## config.mk

```make
export PLATFORM = sky130hd
export DESIGN_NAME = demux_stream_1xn
export DESIGN_NICKNAME = d
export VERILOG_FILES = /design/src/rtl/demux_pkg.sv /design/src/rtl/demux_slot.sv /design/src/rtl/demux_stream_1xn.sv
export SDC_FILE = /design/constraint.sdc
export NUM_CORES = 1
export LEC_CHECK = 0
export ABC_AREA = 1
export ABC_CLOCK_PERIOD_IN_PS = 3400
export BUFFER_PORTS_ARGS = -buffer_cell sky130_fd_sc_hd__clkbuf_2
export CORE_MARGIN = 1.5
export CORE_UTILIZATION = 53
export CTS_CLUSTER_SIZE = 14
export DETAILED_ROUTE_END_ITERATION = 10
export PLACE_DENSITY = 0.83
export SLEW_MARGIN = 10
export SYNTH_ARGS = -nofsm -noshare
export SYNTH_HDL_FRONTEND = slang
export SYNTH_SLANG_ARGS = --single-unit
```

## constraint.sdc

```tcl
create_clock -name clk -period 3.4 [get_ports clk]
set_clock_uncertainty 0.2 [all_clocks]
set_input_delay 0 -clock clk [delete_from_list [all_inputs] [get_ports clk]]
set_output_delay 0 -clock clk [all_outputs]
set_load 0.05 [all_outputs]
```

## src/rtl/demux_pkg.sv

```systemverilog
// Shared definitions for the 1-to-N stream demultiplexer.
package demux_pkg;

    // Width of the saturating dropped-beat counter.
    localparam int unsigned DROP_CNT_W = 8;

    // Select width for n channels. Never returns less than one bit.
    function automatic int unsigned clog2_min1(input int unsigned n);
        return (n <= 2) ? 1 : $clog2(n);
    endfunction

endpackage

```

## src/rtl/demux_slot.sv

```systemverilog
// One-entry register slice for a single output channel of the demux.
module demux_slot #(
    parameter int unsigned WIDTH     = 4,
    parameter bit          ZERO_IDLE = 1'b1
) (
    input  logic             clk,
    input  logic             rst_n,
    input  logic             load,
    input  logic [WIDTH-1:0] data_in,
    output logic             out_valid,
    input  logic             out_ready,
    output logic [WIDTH-1:0] out_data,
    output logic             free
);

    logic             valid_q;
    logic [WIDTH-1:0] data_q;

    // A slot being drained this cycle can accept a refill on the same edge.
    assign free      = !valid_q | out_ready;
    assign out_valid = valid_q;

    // Slot state: load has priority over drain so drain+refill keeps valid high.
    always_ff @(posedge clk) begin
        if (!rst_n) begin
            valid_q <= 1'b0;
            data_q  <= '0;
        end else if (load) begin
            valid_q <= 1'b1;
            data_q  <= data_in;
        end else if (out_ready) begin
            valid_q <= 1'b0;
        end
    end

    // Output payload: masked to zero when empty, or held, depending on build.
    always_comb begin
        out_data = data_q;
        if (ZERO_IDLE && !valid_q) begin
            out_data = '0;
        end
    end

endmodule

```

## src/rtl/demux_stream_1xn.sv

```systemverilog
// Registered 1-to-N valid/ready stream demultiplexer with broadcast mode.
module demux_stream_1xn
    import demux_pkg::*;
#(
    parameter int unsigned WIDTH     = 4,
    parameter int unsigned N         = 4,
    parameter int unsigned SELW      = clog2_min1(N),
    parameter bit          ZERO_IDLE = 1'b1
) (
    input  logic                  clk,
    input  logic                  rst_n,
    input  logic                  in_valid,
    output logic                  in_ready,
    input  logic [WIDTH-1:0]      in_data,
    input  logic [SELW-1:0]       in_sel,
    input  logic                  in_bcast,
    output logic [N-1:0]          out_valid,
    input  logic [N-1:0]          out_ready,
    output logic [N*WIDTH-1:0]    out_data,
    output logic                  sel_err,
    output logic [DROP_CNT_W-1:0] drop_cnt
);

    logic [N-1:0]          free;
    logic [N-1:0]          load;
    logic                  sel_ok;
    logic                  sel_free;
    logic                  accept;
    logic                  drop;
    logic                  sel_err_q;
    logic [DROP_CNT_W-1:0] drop_cnt_q;

    // Ready, per-slot load strobes and drop detection from the current select.
    always_comb begin
        sel_ok   = 32'(in_sel) < N;
        sel_free = 1'b0;
        for (int unsigned k = 0; k < N; k++) begin
            if (32'(in_sel) == k) begin
                sel_free = free[k];
            end
        end
        // An out-of-range select is always ready so the producer cannot deadlock.
        if (in_bcast) begin
            in_ready = &free;
        end else if (sel_ok) begin
            in_ready = sel_free;
        end else begin
            in_ready = 1'b1;
        end
        accept = in_valid & in_ready;
        for (int unsigned k = 0; k < N; k++) begin
            load[k] = accept & (in_bcast | (32'(in_sel) == k));
        end
        drop = accept & !in_bcast & !sel_ok;
    end

    for (genvar k = 0; k < N; k++) begin : g_slot
        demux_slot #(
            .WIDTH     (WIDTH),
            .ZERO_IDLE (ZERO_IDLE)
        ) u_slot (
            .clk       (clk),
            .rst_n     (rst_n),
            .load      (load[k]),
            .data_in   (in_data),
            .out_valid (out_valid[k]),
            .out_ready (out_ready[k]),
            .out_data  (out_data[k*WIDTH +: WIDTH]),
            .free      (free[k])
        );
    end

    // Registered error pulse and saturating drop counter.
    always_ff @(posedge clk) begin
        if (!rst_n) begin
            sel_err_q  <= 1'b0;
            drop_cnt_q <= '0;
        end else begin
            sel_err_q <= drop;
            if (drop && (drop_cnt_q != '1)) begin
                drop_cnt_q <= drop_cnt_q + 1'b1;
            end
        end
    end

    assign sel_err  = sel_err_q;
    assign drop_cnt = drop_cnt_q;

endmodule

```

* Yosys cells after proc, flatten, opt, wreduce, memory -nomap -nowiden *
Index checks and enable logic that the tools add are counted.

cells by class
  reductions and logical operators = 10
  mux-type cells = 17
  bitwise gates (word level) = 13
  equal/unequal tests = 3

operator list
  cell                                                                   number
  4-bit two-way mux                                                      4
  1-bit two-way mux                                                      13
  1-bit OR                                                               8
  2-bit nonzero test                                                     4
  1-bit AND                                                              5
  2-bit equality test, second input constant                             2
  1-bit logical NOT                                                      4
  4-bit AND reduction                                                    1
  2-bit by 1-bit equality test with 1-bit output, second input constant  1
  2-bit logical NOT                                                      1

word-level totals
  output and inout port bits = 30
  bits of input ports = 14
  bits in registers = 20
  logic and storage cells = 51

* Logic depth before layout (Yosys ltp) *
Gate-level depths: netlist of the first run.

  depth after elaboration = 10
  mapped depth = 11
  depth with buffers taken out = 10

* Hierarchy *
Synthesis of the first run repeated with hierarchy kept, for this count alone.

second synthesis, totals
  cell total of the unflattened synthesis = 160
  area, all modules = 1,016.0 um2

by module, submodules not included
  module            instances  cells each  sequential area each (um2)  area an instance (um2)
  demux_slot        4          30          100.1                       206.4
  demux_stream_1xn  1          40          0.0                         190.2

* Least setup slack after synthesis of the first run *
Ideal clock, no wire load.

  path kind = register to register
  start = register g_slot[3].u_slot.valid_q
  end = register g_slot[0].u_slot.data_q[0]
  stages on the path, launching flop included = 10
  library setup time = 110 ps
  data required time = 3,090 ps
  clock period less this slack = 1,537 ps
  path slack = 1,863 ps
  data arrival time = 1,227 ps
  path buffers = 1
  cells stage by stage = dfxtp_1 -> inv_1 -> nor2_1 -> nand2_1 -> nand2_1 -> nor2_4 -> buf_2 -> nand4_1 -> nand2_1 -> nor2_1

between the ends
  word-level cells in the longest chain between the ends = 6
  elaborated cells on any way between the ends = 7
  those cells by class = mux: 2; bitwise: 3; reduce/logical: 2

ends and longest elaborated chain
  element                                                          RTL line                                        text
  start: declaration                                               demux_slot.sv:16                                logic valid_q;
  start signal: assignment                                         demux_slot.sv:26                                valid_q <= 1'b0;
  start signal: assignment                                         demux_slot.sv:29                                valid_q <= 1'b1;
  start signal: assignment                                         demux_slot.sv:32                                valid_q <= 1'b0;
  1-bit logical NOT *                                              -
  1-bit OR *                                                       demux_slot.sv:20                                assign free = !valid_q | out_ready;
  4-bit AND reduction / 1-bit two-way mux (equally long branches)  demux_stream_1xn.sv:44, demux_stream_1xn.sv:38
  1-bit two-way mux *                                              demux_stream_1xn.sv:43                          if (in_bcast) begin
  net in_ready                                                     demux_stream_1xn.sv:13                          output logic in_ready,
  1-bit AND *                                                      demux_stream_1xn.sv:50                          accept = in_valid & in_ready;
  1-bit AND *                                                      demux_stream_1xn.sv:52                          load[k] = accept & (in_bcast | (32'(in_sel) == k));
  end signal: assignment                                           demux_slot.sv:30                                data_q <= data_in;
  end: declaration                                                 demux_slot.sv:17                                logic [WIDTH-1:0] data_q;

Mark *: on every way through the listed nets, which the timed path passes. The rest lies on a longest branch.
A chain may end at the register's enable or synchronous reset.

* Worst setup path after layout of the first run *
  start = input in_bcast
  end = register g_slot[0].u_slot.data_q[3]

between the ends
  word-level cells in the longest chain between the ends = 3
  elaborated cells on any way between the ends = 4
  those cells by class = mux: 1; bitwise: 3

ends and longest elaborated chain
  element             RTL line                text
  start: declaration  demux_stream_1xn.sv:16  input logic in_bcast,
  1-bit two-way mux   demux_stream_1xn.sv:43
  1-bit AND           demux_stream_1xn.sv:50
  1-bit AND *         demux_stream_1xn.sv:52

Mark *: on every way between the ends. The rest lies on a longest branch, timed or not.

==> results of run 1 <==
[stage by stage]
step	hold slack, ns	area, um2	utilization, %	setup WS, ns	cells
floorplan	-0.0261	1310	-	1.86	218
global placement	0.0854	1390	61.4	1.62	261
detailed placement	0.0836	1390	61.4	1.58	261
CTS	0.00542	1560	69.3	1.15	279
global route	0.0463	1560	69.3	0.972	279
finish	0.00510	1560	69.3	1.10	279
[worst min path at each step]
stage                     slack, ns                                 endpoint    startpoint
final                         0.005  g_slot[0].u_slot.data_q[1]$_SDFFE_PN0P_     in_sel[0]
after global placement         0.09  g_slot[2].u_slot.out_valid$_SDFFE_PN0P_  out_ready[2]
after floorplan               -0.03  g_slot[3].u_slot.out_valid$_SDFFE_PN0P_  out_ready[3]
after global routing           0.05  g_slot[0].u_slot.data_q[2]$_SDFFE_PN0P_     in_sel[0]
after detailed placement       0.08  g_slot[2].u_slot.out_valid$_SDFFE_PN0P_  out_ready[2]
after CTS                     0.005  g_slot[0].u_slot.data_q[2]$_SDFFE_PN0P_     in_sel[1]
[critical path: stages]
cell and delay [ns]:
dlygate4sd3_1 0.54, clkbuf_2 0.11, inv_2 0.09, nand2_2 0.12
nand2_1 0.09, nand2_1 0.08, nor2_4 0.43, nand4_1 0.14
nand2_1 0.08, dlygate4sd3_1 0.56, nor2_1 0.05
[state kept, by name, indices dropped and copies added, names as in the netlist]
register                 cells
g_slot.u_slot.out_valid      4
g_slot.u_slot.data_q        16
[kinds of logic after synthesis]
family                 count (synthesis)
buffers and inverters                 83
DFF                                   20
AOI/OAI and AO/OA                      5
and+or+nand+nor                      101
other                                  1
[cell usage after synthesis]
cell type  number
nand3_1         1
o21ai_2         1
nor2_4          1
buf_1           1
conb_1          1
dfxtp_1        20
buf_6           1
nor2_1         20
inv_2           1
nand4_1        16
nand2_2         3
inv_1          63
nand2_1        57
buf_2           2
a21oi_1         4
buf_4          13
clkbuf_1        2
nand3_4         3
[cells in the final DEF, fill, tap and decap left out, drive strengths merged]
| cell | synthesis | final |
|---|---|---|
| nand4 | 16 | 16 |
| nor2 | 21 | 21 |
| inv | 64 | 64 |
| clkbuf | 2 | 38 |
| dlygate4sd3 | 0 | 14 |
| a21oi | 4 | 4 |
| conb | 1 | 9 |
| nand3 | 4 | 4 |
| nand2 | 60 | 60 |
| o21ai | 1 | 1 |
| dfxtp | 20 | 20 |
[power by group]
group | internal (mW) | leakage (nW) | switching (mW)
clock network | 0.0652 | 0.0210 | 0.0730
registers | 0.255 | 0.165 | 0.0131
logic | 0.0563 | 0.810 | 0.132
total | 0.377 | 0.997 | 0.218
[timing repair]
action	4_1_cts	5_1_grt
buffers inserted	0	0
hold buffers	14	0
endpoints found under the hold margin	20	0
[per-layer routing]
layer / vias to the layer above / share of wire, % / track usage (%) / wire length (um)
met2: 41 / 49 / 34.2 / 1210
met1: 532 / 43 / 26.2 / 1060
met3: 5 / 6.5 / 3.16 / 159
met5: - / 0 / 0 / 0
met4: 0 / 1.2 / 6.41 / 29
li1: 665 / - / - / -
[cell type report]
class / count / area share [%]
Multi-Input combinational cell: 115 / 34.5
Sequential cell: 20 / 25.6
Timing Repair Buffer: 48 / 19.9
Inverter: 64 / 15.4
Clock buffer: 4 / 2.32
Tap cell: 28 / 2.24
==> results.md, run 1 <==
- Syn Area/Cell: 6.10 um2
- Top Ports: 44
- Num CTS Buffers: 3
- Fin. Hold Viols: 0
- Fin crit period: 2.30 ns
- Power per Cell Area: 381 nW/um2
- Yosys cell types: 18
- Tot GR Track Use: 20.2%
- R2R depth: 9
- Fillcell total: 226
- Top cell type's share of synthesized area: 31.3%
- First-pass GRT wire length: 4120 um
- R2r setup slk: 1.19 ns
- Worst vdd ir: 0.257 mV
- Vias in the first global route: 973
- Clk sink count: 20
- Final HPWL DP: 1730 um
- Largest net degree at the start of global routing: 22
- Mux contribution to synthesized area: 0%
- Via count: 1243
- #FFs+latches synth: 20
- Yosys Warn Count: 0
- TNS Setup: 0 ns
- WS Path Type: primary input to flip-flop
- Synth area leader: dfxtp_1
- Max-Cap Viols: 0
- # setup viols final: 0
- Reg area: 400 um2
- CTS HTree Levels: 1
- Antenna violations before repair: 0
- Area growth, synth to finish: 22.0%
- DR vias/cell: 4.46
- RSZ-0062 raised after global routing: false
- DRT Pass-1 Iters: 4
- CTS resizes: 0
- I/O Buffers: 34
- P_leak: 0.997 nW
- Die area: 2720 um2
- Gpl congestion: 0.772
- Tot Pwr: 595 uW
- Dominant cells by area after synthesis: dfxtp_1, inv_1, nand2_1
- Crit path from: in_bcast
- Clock Latency Late Sink: 0.30 ns
- TritonCTS clock tree: done
- Iter 0 DRT Violations: 24
- Synth Area in Simple Gates: 37.2%
- DRT antenna net count: 0
- Xor-xnor portion of the synthesized cell area: 0%
- CP Launch Type: primary input
- Critical R2R Capture: g_slot[0].u_slot.data_q[3]$_SDFFE_PN0P_
- Post-synthesis cell count: 210
- Period utilization: 67.5%
- CP Capture Type: flip-flop
- Die Ht: 52.1 um
- Final Slew Violations: 0
- Root buffer cell: clkbuf_4
- Compound-Gate Fraction of Synth Area: 2.25%
- Worst r2r src: g_slot[3].u_slot.out_valid$_SDFFE_PN0P_
- Die width: 52.1 um
- Starting Density: 56.8%
- Netlist Area Pre-Place: 1280 um2
- Largest family of logic cells by synthesized area: simple AND/OR/NAND/NOR gates
- Footprint of the multi-input gates: 539 um2
- Worst Path Required: 3.40 ns
- Layout cells sized above 1: 18.7%
- Core area: 2250 um2
- CTS max path bufs: 2
- Max-slew headroom: 66.2%
- Fmax: 436 MHz
- Hold path depth: 5
- Outcome: finished clean
- Seq/Total Area, Yosys: 31.3%
- Residual DRC: 0
- Adder-Cell Fraction of Synth Area: 0%
- Ant diodes: 0
- CP endpoint: g_slot[0].u_slot.data_q[3]$_SDFFE_PN0P_
- WL per Instance: 8.81 um
- Tightest Hold Check Type: primary input to flip-flop
- Row Count: 17
- Worst-margin pin slew: 0.506 ns
- Max FO, Critical Path: 21
- Nets: 266
- Worst Path Arrival: 2.30 ns
- CTS clock-pin slew for the worst setup and hold paths: 0.11 ns
- Routed WL: 2460 um
- Global route overflow: 0
Power figures use the tool's default switching activity.
==> run 2: changes to the inputs <==
- ABC_CLOCK_PERIOD_IN_PS: 3400 -> 2400
- CORE_UTILIZATION: 53 -> 49
- PLACE_DENSITY: 0.83 -> 0.77
- clock period: 3.4 -> 2.4 ns (I/O delays scaled with it)
==> results.md, run 2 (synthesis results as in run 1) <==
- Clk sink count: 20
- P_leak: 0.997 nW
- Worst Path Arrival: 2.24 ns
- RSZ-0062 raised after global routing: false
- WS Path Type: primary input to flip-flop
- Final Slew Violations: 0
- Final HPWL DP: 1740 um
- Outcome: finished, violations left
- Area growth, synth to finish: 23.5%
- Placed insts: 263
- TritonCTS clock tree: done
- Ant diodes: 0
- Die width: 54.1 um
- Row Count: 18
- CP Capture Type: flip-flop
- Power per Cell Area: 537 nW/um2
- Register with the most flip-flops: g_slot.u_slot.data_q
- Nets: 268
- Fin. Hold Viols: 2
- Tightest Hold Check Type: primary input to flip-flop
- Root buffer cell: clkbuf_4
- Hold WS: -0.00631 ns
- TNS Setup: 0 ns
- Num CTS Buffers: 3
- CP Launch Type: primary input
- First-pass GRT wire length: 3850 um
- Critical path's most frequent cell: nand2_1
- Fmax: 458 MHz
- Hold path depth: 5
- Top Ports: 44
- CTS clock-pin slew for the worst setup and hold paths: 0.12 ns
- Commonest non-fill, non-tap cell in the layout: inv_1
- WL per Instance: 9.17 um
- Starting Density: 51.7%
- R2R depth: 8
- Fin crit period: 2.18 ns
- # setup viols final: 0
- DRT antenna net count: 0
- Max-Cap Viols: 0
- Crit-path max cell delay: 0.57 ns
- Residual DRC: 0
- Global route overflow: 0
- Fillcell total: 249
- DRT Pass-1 Iters: 4
- Vias in the first global route: 957
- Largest net degree at the start of global routing: 22
- Max reg flops: 16
- CTS HTree Levels: 1
- Worst vdd ir: 0.338 mV
- Layout cells sized above 1: 19.0%
- Post-DP Area: 1390 um2
- Clock Latency Late Sink: 0.31 ns
- Via count: 1246
- Iter 0 DRT Violations: 35
- Failing checks: negative hold slack
- Antenna violations before repair: 0
- Period utilization: 90.9%
- Worst-path cell with the longest stage delay: dlygate4sd3_1
- Footprint of the multi-input gates: 546 um2
- CTS resizes: 0
- CP Cell Sequence: dlygate4sd3_1 -> clkbuf_2 -> inv_1 -> nand2_1 -> nand2_2 -> nand2_1 -> nand2_1 -> nor2_4 -> nand3_4 -> a21oi_1 -> dlygate4sd3_1
- Reg area: 400 um2
- Die area: 2930 um2
- Max FO, Critical Path: 11
- Fin cells: 283
- CTS max path bufs: 2
- Die Ht: 54.1 um
- Gpl congestion: 0.771
- I/O Buffers: 34
- Tot GR Track Use: 18.0%
- Worst Path Required: 2.46 ns
- Setup bufs post-CTS: 0
- Core area: 2480 um2
- Design area: 1580 um2
- Routed WL: 2590 um
- Most frequent cells in the layout: inv_1, nand2_1, clkbuf_2, nor2_1, dfxtp_1
- DR vias/cell: 4.40
run 2: changes by cell type in the layout (fill, tap and decap cells not counted):
cell / change
dlygate4sd3_1: +1
nor2_2: +1
run 2: final timing paths:
kind                                                 from  slack, ns                                       to
hold / removal                                  in_sel[1]     -0.006  g_slot[0].u_slot.data_q[0]$_SDFFE_PN0P_
setup reg to reg  g_slot[1].u_slot.out_valid$_SDFFE_PN0P_       0.28  g_slot[0].u_slot.out_valid$_SDFFE_PN0P_
hold reg to reg   g_slot[3].u_slot.data_q[2]$_SDFFE_PN0P_       0.32  g_slot[3].u_slot.data_q[2]$_SDFFE_PN0P_
setup / recovery                                in_sel[0]       0.22  g_slot[0].u_slot.out_valid$_SDFFE_PN0P_
run 2: repair_timing:
action	in CTS	in global routing
endpoints found under the hold margin	20	0
hold buffers	15	0
setup endpoints to repair	0	2
run 2: layout make-up:
type,instances,area share [%]
Inverter,64,15.2
Multi-Input combinational cell,116,34.5
Clock buffer,4,2.30
Timing Repair Buffer,49,20.3
Tap cell,30,2.38
Sequential cell,20,25.3
run 2: metrics by stage:
step | setup slack [ns] | utilization, % | power [mW]
after CTS | 0.151 | 63.5 | 0.849
after detailed placement | 0.593 | 56.0 | 0.634
after floorplan | 0.863 | - | 0.611
after global routing | 0.0869 | 63.8 | 0.899
after global placement | 0.624 | 56.0 | 0.631
final | 0.218 | 63.8 | 0.849
run 2: where the power goes:
part	total (mW)	switching [mW]	internal [mW]
Clock	0.198	0.106	0.0926
Combinational	0.270	0.190	0.0808
Sequential	0.381	0.0188	0.362
run 2: per-layer routing:
layer  track usage, %  part of all wire, %  vias up  routed length (um)
met1             21.9                   45      526                1160
met5                0                    0        -                   0
li1                 -                    -      669                   -
met3             1.94                  5.6        3                 144
met2             32.1                   49       48                1270
met4             7.08                 0.85        0                  22
run 2: worst max-delay path: cells and delay by family:
family          cells  cell delay [ns]
buf+inv             4             1.28
compound gates      1             0.14
simple gates        6             0.80
